### src/rtl/spi_tx_queue.sv
// spi_tx_queue
//   CPU-side transmit queue in front of the 10-bit SPI output driver. Memory-mapped writes
//   are buffered in a FIFO and handed to the driver one at a time. The driver exposes no
//   busy flag, so consecutive start pulses are paced by a fixed hold-off chosen from the
//   word type: a power-on word (bit 9 set) needs only PWR_CYCLES, a data/command word
//   needs XFER_CYCLES (long enough for the driver to shift the whole frame).
//
// Ports
//   clk         in   system clock
//   reset       in   asynchronous, active-high reset
//   wr_en       in   push request (cs3 && memwrite)
//   wr_data     in   [9:0] {pwr, d/c, byte}
//   status_clr  in   clears the sticky overflow flag
//   status      out  [31:0] {20'h0, ovf, busy, full, empty, 3'h0, count[4:0]}
//   spi_start   out  one-cycle start pulse to the SPI driver
//   spi_din     out  [9:0] word for the driver, held until the next issue
//   irq         out  drain-complete pulse
//
// Build option
//   SPI_TX_QUEUE_IRQ_EN  when defined, irq pulses once when the issuer returns to idle and
//                        the queue has fully drained; otherwise irq is tied low.

module spi_tx_queue #(
    parameter int unsigned DEPTH       = 16,
    parameter int unsigned AW          = 4,
    parameter int unsigned XFER_CYCLES = 460,
    parameter int unsigned PWR_CYCLES  = 2
) (
    input  logic        clk,
    input  logic        reset,
    input  logic        wr_en,
    input  logic [9:0]  wr_data,
    input  logic        status_clr,
    output logic [31:0] status,
    output logic        spi_start,
    output logic [9:0]  spi_din,
    output logic        irq
);

    // Hold-off counter is sized for the longer of the two gaps.
    localparam int unsigned MaxHold = (XFER_CYCLES > PWR_CYCLES) ? XFER_CYCLES : PWR_CYCLES;
    localparam int unsigned GW      = (MaxHold > 2) ? $clog2(MaxHold) : 1;
    localparam int unsigned CW      = AW + 1;

    localparam logic [GW-1:0] XferLoad = GW'(XFER_CYCLES - 1);
    localparam logic [GW-1:0] PwrLoad  = GW'(PWR_CYCLES - 1);
    localparam logic [CW-1:0] FullCnt  = CW'(DEPTH);

    typedef enum logic {
        StIdle,
        StGap
    } state_e;

    // ------------------------------------------------------------------
    // State
    // ------------------------------------------------------------------
    state_e          state_q, state_d;
    logic [GW-1:0]   gap_q, gap_d;
    logic            start_q, start_d;
    logic [9:0]      din_q, din_d;

    logic [AW-1:0]   wr_ptr_q, wr_ptr_d;
    logic [AW-1:0]   rd_ptr_q, rd_ptr_d;
    logic [CW-1:0]   count_q, count_d;
    logic            ovf_q, ovf_d;

    logic [9:0]      mem_q [DEPTH];

    logic            full;
    logic            empty;
    logic            push;
    logic            pop;
    logic            overflow;
    logic            busy;
    logic            gap_done;
    logic [9:0]      head;

    // ------------------------------------------------------------------
    // FIFO flags and handshake (all flags are start-of-cycle values)
    // ------------------------------------------------------------------
    assign full     = (count_q == FullCnt);
    assign empty    = (count_q == '0);
    assign head     = mem_q[rd_ptr_q];

    // A write while full is dropped even if the issuer pops in the same cycle.
    assign push     = wr_en && !full;
    assign overflow = wr_en && full;

    // ------------------------------------------------------------------
    // FIFO storage (no reset needed; pointers define validity)
    // ------------------------------------------------------------------
    always_ff @(posedge clk) begin
        if (push) begin
            mem_q[wr_ptr_q] <= wr_data;
        end
    end

    // ------------------------------------------------------------------
    // FIFO pointers, occupancy and overflow flag
    // ------------------------------------------------------------------
    always_comb begin
        wr_ptr_d = wr_ptr_q;
        rd_ptr_d = rd_ptr_q;
        count_d  = count_q;
        ovf_d    = ovf_q;

        // DEPTH is a power of two, so natural pointer overflow is the modulo wrap.
        if (push) begin
            wr_ptr_d = wr_ptr_q + 1'b1;
        end
        if (pop) begin
            rd_ptr_d = rd_ptr_q + 1'b1;
        end

        unique case ({push, pop})
            2'b10:   count_d = count_q + 1'b1;
            2'b01:   count_d = count_q - 1'b1;
            default: count_d = count_q;
        endcase

        // A new overflow wins over a simultaneous clear.
        if (overflow) begin
            ovf_d = 1'b1;
        end else if (status_clr) begin
            ovf_d = 1'b0;
        end
    end

    always_ff @(posedge clk or posedge reset) begin
        if (reset) begin
            wr_ptr_q <= '0;
            rd_ptr_q <= '0;
            count_q  <= '0;
            ovf_q    <= 1'b0;
        end else begin
            wr_ptr_q <= wr_ptr_d;
            rd_ptr_q <= rd_ptr_d;
            count_q  <= count_d;
            ovf_q    <= ovf_d;
        end
    end

    // ------------------------------------------------------------------
    // Issuer FSM
    //   Start at cycle S, GAP occupies S .. S+H-1, IDLE at S+H, so back-to-back starts
    //   land H+1 cycles apart.
    // ------------------------------------------------------------------
    always_comb begin
        state_d  = state_q;
        gap_d    = gap_q;
        start_d  = 1'b0;
        din_d    = din_q;
        pop      = 1'b0;
        gap_done = 1'b0;

        unique case (state_q)
            StIdle: begin
                if (!empty) begin
                    pop     = 1'b1;
                    start_d = 1'b1;
                    din_d   = head;
                    gap_d   = head[9] ? PwrLoad : XferLoad;
                    state_d = StGap;
                end
            end
            StGap: begin
                if (gap_q == '0) begin
                    gap_done = 1'b1;
                    state_d  = StIdle;
                end else begin
                    gap_d = gap_q - 1'b1;
                end
            end
            default: begin
                state_d = StIdle;
            end
        endcase
    end

    always_ff @(posedge clk or posedge reset) begin
        if (reset) begin
            state_q <= StIdle;
            gap_q   <= '0;
            start_q <= 1'b0;
            din_q   <= '0;
        end else begin
            state_q <= state_d;
            gap_q   <= gap_d;
            start_q <= start_d;
            din_q   <= din_d;
        end
    end

    // ------------------------------------------------------------------
    // Drain-complete interrupt
    // ------------------------------------------------------------------
`ifdef SPI_TX_QUEUE_IRQ_EN
    // drain_chk_q marks the first IDLE cycle after a gap; irq follows one cycle later if
    // nothing is queued and no push lands in that IDLE cycle. An empty FIFO cannot be
    // full, so wr_en alone means a push arrives.
    logic drain_chk_q;
    logic irq_q, irq_d;

    always_comb begin
        irq_d = drain_chk_q && empty && !wr_en;
    end

    always_ff @(posedge clk or posedge reset) begin
        if (reset) begin
            drain_chk_q <= 1'b0;
            irq_q       <= 1'b0;
        end else begin
            drain_chk_q <= gap_done;
            irq_q       <= irq_d;
        end
    end

    assign irq = irq_q;
`else
    logic unused_gap_done;
    assign unused_gap_done = gap_done;
    assign irq             = 1'b0;
`endif

    // ------------------------------------------------------------------
    // Outputs
    // ------------------------------------------------------------------
    assign busy      = (state_q != StIdle) || !empty;
    assign spi_start = start_q;
    assign spi_din   = din_q;
    assign status    = {20'h0, ovf_q, busy, full, empty, 3'h0, 5'(count_q)};

`ifndef SYNTHESIS
    // The driver must never see a start pulse wider than one cycle.
    a_start_single: assert property (@(posedge clk) disable iff (reset)
        spi_start |=> !spi_start);
`endif

endmodule

### config.mk
export PLATFORM = sky130hd
export DESIGN_NAME = spi_tx_queue
export DESIGN_NICKNAME = d
export VERILOG_FILES = /design/src/rtl/spi_tx_queue.sv
export SDC_FILE = /design/constraint.sdc
export NUM_CORES = 1
export LEC_CHECK = 0
export CAP_MARGIN = 20
export CORE_UTILIZATION = 60
export CTS_BUF_LIST = sky130_fd_sc_hd__clkbuf_16
export CTS_CLUSTER_DIAMETER = 200
export CTS_CLUSTER_SIZE = 20
export DETAILED_ROUTE_END_ITERATION = 6
export PLACE_DENSITY = 0.86
export SETUP_SLACK_MARGIN = 0.3
export SLEW_MARGIN = 5
export SYNTH_ARGS = -nofsm -noshare
export SYNTH_HDL_FRONTEND = slang
export SYNTH_SLANG_ARGS = --single-unit
### constraint.sdc
create_clock -name clk -period 5.4 [get_ports clk]
set_clock_uncertainty 0.05 [all_clocks]
set_input_delay 1.08 -clock clk [delete_from_list [all_inputs] [get_ports clk]]
set_output_delay 1.08 -clock clk [all_outputs]
set_load 0.02 [all_outputs]
==> results of run 1 <==
## worst max-delay path, delay by kind of cell, from the launching register on
family	cells	cell delay, ps
AO/OA/AOI/OAI	3	880
AND/OR/NAND/NOR	3	870
adder cells (fa/ha/maj)	2	590
flip-flops	1	480
XOR/XNOR	2	370
buffers and inverters	1	220
## Yosys cell counts (all sizes together) (3+ instances only)
master	count	share of area, %
xor2	6	0.64
nor2	23	1.1
edfxtp	160	59
a22oi	3	0.28
buf	42	3.7
a21oi	4	0.24
inv	13	0.60
xnor2	8	0.95
nand2b	3	0.23
ha	10	1.5
o21ai	8	0.49
mux4	36	9.9
mux2i	15	1.8
or3	3	0.29
mux2	12	1.7
o311ai	10	1.2
nor3	5	0.31
dfrtp	35	11
nand2	37	1.8
clkbuf	8	0.37
## cell families (layout without fill, tap and decap cells)
| group | after synthesis | after routing | share of synthesized area [%] |
|---|---|---|---|
| compound gates | 45 | 45 | 4.585 |
| fa+ha+maj | 10 | 10 | 1.528 |
| other cells | 1 | 24 | 0.04580 |
| buf+inv | 63 | 87 | 4.706 |
| xor+xnor | 14 | 14 | 1.589 |
| flops | 195 | 195 | 69.38 |
| simple gates | 83 | 83 | 4.783 |
| mux | 63 | 63 | 13.39 |
## how the worst min path moves through the flow
stage          endpoint  slack [ps]
2_1_floorplan  gap_q[6]         420
3_3_place_gp   gap_q[6]         430
3_5_place_dp   gap_q[6]         450
4_1_cts        gap_q[6]         460
5_1_grt        gap_q[6]         490
6_report       gap_q[6]         460
## placed cells by master (no fill, tap or decap), drive strengths merged, types with 6 or more instances in the layout
master	instances
xor2	6
conb	24
clkbuf	17
ha	10
inv	18
mux2i	15
dfrtp	35
xnor2	8
clkdlybuf4s50	33
mux2	12
o311ai	10
edfxtp	160
o21ai	8
nor2	23
buf	9
mux4	36
nand2	37
clkinvlp	6
## stage by stage
| step | worst slack (ps) | total power, mW | util [%] | area, sq um | instances |
|---|---|---|---|---|---|
| final | 1862 | 4.666 | 68.75 | 9140 | 697 |
| after global routing | 1629 | 4.865 | 68.75 | 9140 | 697 |
| after CTS | 1906 | 4.695 | 68.63 | 9125 | 695 |
| after detailed placement | 1759 | 3.469 | 64.25 | 8542 | 663 |
| after global placement | 1913 | 3.399 | 64.25 | 8542 | 663 |
| after floorplan | 2379 | 3.096 | - | 8274 | 497 |
## area by class of cell
type | instances | share of cell area, %
clock buffer | 17 | 4.654
clock inverter | 15 | 1.725
inverter | 13 | 0.5339
multi-input combinational | 239 | 24.16
sequential | 195 | 62.16
tap | 176 | 2.409
timing repair buffer | 42 | 4.353
## state kept, by name (all words and copies together) (netlist names)
signal,flops
count_q,5
gap_q,9
mem_q,160
ovf_q,1
rd_ptr_q,4
spi_din,10
spi_start,1
state_q,1
wr_ptr_q,4
## layer usage
layer / vias to the layer above / track usage, % / wire [microns]
li1: 1846 / - / -
met1: 2107 / 29.71 / 5995
met2: 212 / 40.46 / 8079
met3: 41 / 5.651 / 941
met4: 0 / 12.03 / 508
met5: - / 0 / 0
## power groups by stage
stage	Clock (mW)	Combinational, mW	Sequential (mW)
5_1_grt	1.28	1.41	2.17
4_1_cts	1.23	1.32	2.14
3_5_place_dp	0	1.30	2.17
2_1_floorplan	0	1.02	2.07
6_report	1.22	1.31	2.14
3_3_place_gp	0	1.25	2.15
==> flow_summary.json, run 1 <==
{
  "status": "complete, no violations",
  "cts_tree": "built",
  "crit_type": "reg2reg",
  "gp_routability_congestion": 0.8041,
  "nNetsFinal": 532,
  "synth_cells": 474,
  "viasPerCell": 6.034,
  "setup_viol": 0,
  "cts_resized": 0,
  "antenna_found_initial": 0,
  "wl_per_cell_microns": 22.27,
  "ir_worst_vdd_mv": 0.3025,
  "synth_edf_count": 160,
  "root_buffer": "clkbuf_16",
  "switching_share_pct": 31.83,
  "ctsHtreeMaxLevel": 4,
  "pwr-share-seq_pct": 45.8,
  "postCtsHoldBufs": 0,
  "holdWs_ps": 457.4,
  "r2r_cells": 11,
  "gr-total-overflow": 0,
  "post-cts-setup-buffer-count": 0,
  "die_area_sq_um": 14120,
  "clockPowerShare_pct": 26.1,
  "worst_slew_pin_slew_ps": 1132,
  "comb_power_share_pct": 28.1,
  "internal-power_mw": 3.181,
  "hold_path.class": "reg2reg",
  "drc": 0,
  "crit_path_start_kind": "flip-flop",
  "grt_max_degree": 36,
  "min_from": "gap_q[6]",
  "required_ps": 5690,
  "reg2reg_slack_ps": 1860,
  "die_h_microns": 118.8,
  "cp_slowest_stage_delay_ps": 580,
  "r2r_start": "count_q[1]",
  "async_reset_ff_share_pct": 17.95,
  "vias": 4206,
  "power_density_nw_per_um2": 510.5,
  "die_w_microns": 118.8,
  "start_util_pct": 61.58,
  "gr-usage-all-layers_pct": 24.15,
  "startpoint": "count_q[1]",
  "tns_ps": 0,
  "place_hpwl_microns": 9635,
  "synthFlopType": "edfxtp_1",
  "critical_path.slowest_cell": "or4_4",
  "cp-endpoint": "count_q[4]",
  "grt_pass1_wl_microns": 24420,
  "netlist_area_sq_um": 8188,
  "ant_nets": 0,
  "nFillCells": 824,
  "seq_area_frac_synth_pct": 69.38,
  "grt_pass1_vias": 4420,
  "drtIter0Drc": 329,
  "power_switching_mw": 1.485,
  "regArea_sq_um": 5682,
  "synth_cell_types": 55,
  "cp.arrival_ps": 3830,
  "num_io_pins": 58,
  "drv_slew": 0,
  "grt_setup_unrepaired": "false",
  "drv_cap": 0,
  "synth_warnings": 0,
  "path_cells": "or4_4, o21bai_4, inv_2, ha_1, xor2_1, ha_1, nor2b_1, o21ai_0, a31oi_1, nor2_1, xor2_1",
  "endpoint_kind": "flip-flop",
  "avgSynthCellArea_sq_um": 17.27,
  "drive_gt1_share_pct": 19.19,
  "period_needed_ps": 3538,
  "post-route-period-util_pct": 65.52,
  "clkLatencyLatePin_ps": 440,
  "path_clk_slew_ps": 70,
  "max_freq_mhz": 282.6,
  "multi_input_area_sq_um": 2208,
  "syn_to_final_growth_pct": 11.63,
  "worstReg2RegEnd": "count_q[4]",
  "row_count": 42,
  "portBuffers": 33,
  "worstHoldPathCells": 1,
  "leakage_nw": 3.250,
  "antenna_cells": 0,
  "cts.sinks": 195,
  "cp_max_fo": 24,
  "hold_viol_final": 0,
  "relSlewSlack_pct": 24.43,
  "core_area_sq_um": 13300,
  "max-clock-path-buffers": 2,
  "drtPass1Iterations": 5,
  "synth_seq_cells": 195,
  "cts_buffers": 17,
  "routed_wirelength_microns": 15530
}
Power figures use the tool's default switching activity.
==> run 2, diff against run 1 <==
--- a/config.mk
+++ b/config.mk
@@ -6,12 +6,12 @@
 export NUM_CORES = 1
 export LEC_CHECK = 0
 export CAP_MARGIN = 20
-export CORE_UTILIZATION = 60
+export CORE_UTILIZATION = 53
 export CTS_BUF_LIST = sky130_fd_sc_hd__clkbuf_16
 export CTS_CLUSTER_DIAMETER = 200
 export CTS_CLUSTER_SIZE = 20
 export DETAILED_ROUTE_END_ITERATION = 6
-export PLACE_DENSITY = 0.86
+export PLACE_DENSITY = 0.81
 export SETUP_SLACK_MARGIN = 0.3
 export SLEW_MARGIN = 5
 export SYNTH_ARGS = -nofsm -noshare
==> constraint.sdc (replaced) <==
create_clock -name clk -period 3.1 [get_ports clk]
set_clock_uncertainty 0.05 [all_clocks]
set_input_delay 0.62 -clock clk [delete_from_list [all_inputs] [get_ports clk]]
set_output_delay 0.62 -clock clk [all_outputs]
set_load 0.02 [all_outputs]
==> flow_summary.json, run 2 (synthesized netlist as in run 1, its figures left out) <==
{
  "syn_to_final_growth_pct": 13.29,
  "final_common_cell": "edfxtp_1",
  "postLayoutCoreUtil_pct": 61.25,
  "hold_viol_final": 0,
  "core_area_sq_um": 15150,
  "drc": 0,
  "largest_register_ffs": 160,
  "reg2reg_slack_ps": 440,
  "nNetsFinal": 549,
  "power_density_nw_per_um2": 878.5,
  "required_ps": 2430,
  "crit_type": "reg2out",
  "drive_gt1_share_pct": 21.93,
  "tns_ps": 0,
  "grt_pass1_wl_microns": 24690,
  "ir_worst_vdd_mv": 0.5213,
  "regMostFlops": "mem_q",
  "routed_wirelength_microns": 15940,
  "row_count": 45,
  "ctsHtreeMaxLevel": 4,
  "leakage_nw": 3.350,
  "portBuffers": 33,
  "die_h_microns": 126.3,
  "drtIter0Drc": 320,
  "relSlewSlack_pct": 56.52,
  "postCtsHoldBufs": 0,
  "worst_slew_pin_slew_ps": 649.7,
  "max_freq_mhz": 365.5,
  "worst_slack_ps": 363.7,
  "worstHoldPathCells": 2,
  "cp_max_fo": 6,
  "wl_per_cell_microns": 21.96,
  "max-clock-path-buffers": 2,
  "crit_path_start_kind": "flip-flop",
  "gr-usage-all-layers_pct": 21.62,
  "gp_routability_congestion": 0.7964,
  "cp.arrival_ps": 2070,
  "grt_max_degree": 44,
  "setup_viol": 0,
  "grt_setup_unrepaired": "false",
  "ant_nets": 0,
  "drv_cap": 0,
  "hold_end": "spi_din[9]",
  "nFillCells": 1017,
  "drv_slew": 0,
  "r2r_start": "count_q[0]",
  "min_from": "spi_din[9]",
  "fin_area_sq_um": 9276,
  "vias": 4303,
  "pre_cts_ws_ps": 413.9,
  "period_needed_ps": 2736,
  "grt_pass1_vias": 4458,
  "drtPass1Iterations": 4,
  "dpl_cell_area_sq_um": 8710,
  "clkLatencyLatePin_ps": 430,
  "r2r_cells": 11,
  "place_hpwl_microns": 9698,
  "worstReg2RegEnd": "count_q[4]",
  "status": "complete, no violations",
  "mostFrequentLayoutCells": "edfxtp_1, nand2_1, mux4_2",
  "cts_buffers": 17,
  "cts.sinks": 195,
  "antenna_found_initial": 1,
  "finalNonFillerCells": 726,
  "num_io_pins": 58,
  "gr-total-overflow": 0,
  "start_util_pct": 54.06,
  "placed_cells": 691,
  "antenna_cells": 0,
  "hold_path.class": "reg2reg",
  "die_area_sq_um": 15950,
  "viasPerCell": 5.927,
  "post-route-period-util_pct": 88.27,
  "path_clk_slew_ps": 60,
  "endpoint_kind": "output pin",
  "root_buffer": "clkbuf_16",
  "die_w_microns": 126.3,
  "cts_tree": "built"
}
==> run 2: cell count changes in the layout (fill, tap and decap cells not counted), moves of 3 or more <==
cell,previous run,this run
dfrtp_1,34,31
buf_4,9,25
dfrtp_2,1,4
clkinvlp_4,6,1
==> run 2: routing by layer <==
metal / GRT usage (%) / up-vias / share of wire (%)
li1: - / 1874 / -
met1: 26.40 / 2201 / 39
met2: 37.11 / 179 / 52
met3: 5.061 / 47 / 5.8
met4: 9.284 / 2 / 3.0
met5: 0 / - / 0.082
==> run 2: area by class of cell <==
cell class,count,area [sq um],share of cell area [%]
flip-flops and latches,195,5685,61.29
inverters,13,51.30,0.5530
well taps,188,235.2,2.536
clock buffers,17,425.4,4.586
multi-input cells,239,2223,23.97
clock inverters,15,118.9,1.281
repair buffers,59,536.8,5.786
==> run 2: where the power goes <==
part,switching (mW),internal (mW)
combinational,1.24,1.22
sequential,0.358,3.27
clock,0.950,1.10
total,2.55,5.60
==> run 2: per-stage QoR <==
stage	power, mW	hold WS (ps)
6_report	8.149	467.7
4_1_cts	8.167	471.2
3_3_place_gp	6.004	439.4
5_1_grt	8.533	494.0
3_5_place_dp	6.122	449.9
2_1_floorplan	5.412	416.7
==> run 2: timing repair <==
| action | CTS | global route |
|---|---|---|
| pin swaps | 0 | 0 |
| buffers inserted | 0 | 3 |
| endpoints found under the hold margin | 0 | 0 |
| setup endpoints to repair | 2 | 2 |
| cloned | 0 | 0 |
| gates resized for setup | 2 | 2 |
==> run 2: worst max path at each step <==
stage                     cells after the start        from  slack [ps]          to
after floorplan                              13  count_q[2]         300  count_q[4]
after global placement                       11       wr_en         480  count_q[4]
after detailed placement                     11       wr_en         410  count_q[4]
after CTS                                     3  count_q[0]         300  status[10]
after global routing                          3  count_q[0]         300  status[10]
final                                         3  count_q[0]         360  status[10]
==> run 2: worst max-delay path, cell delays in order (launching register included) <==
cell             delay (ps)
dfrtp_2                 460
or4_4                   580
or3_1                   320
clkdlybuf4s15_1         290
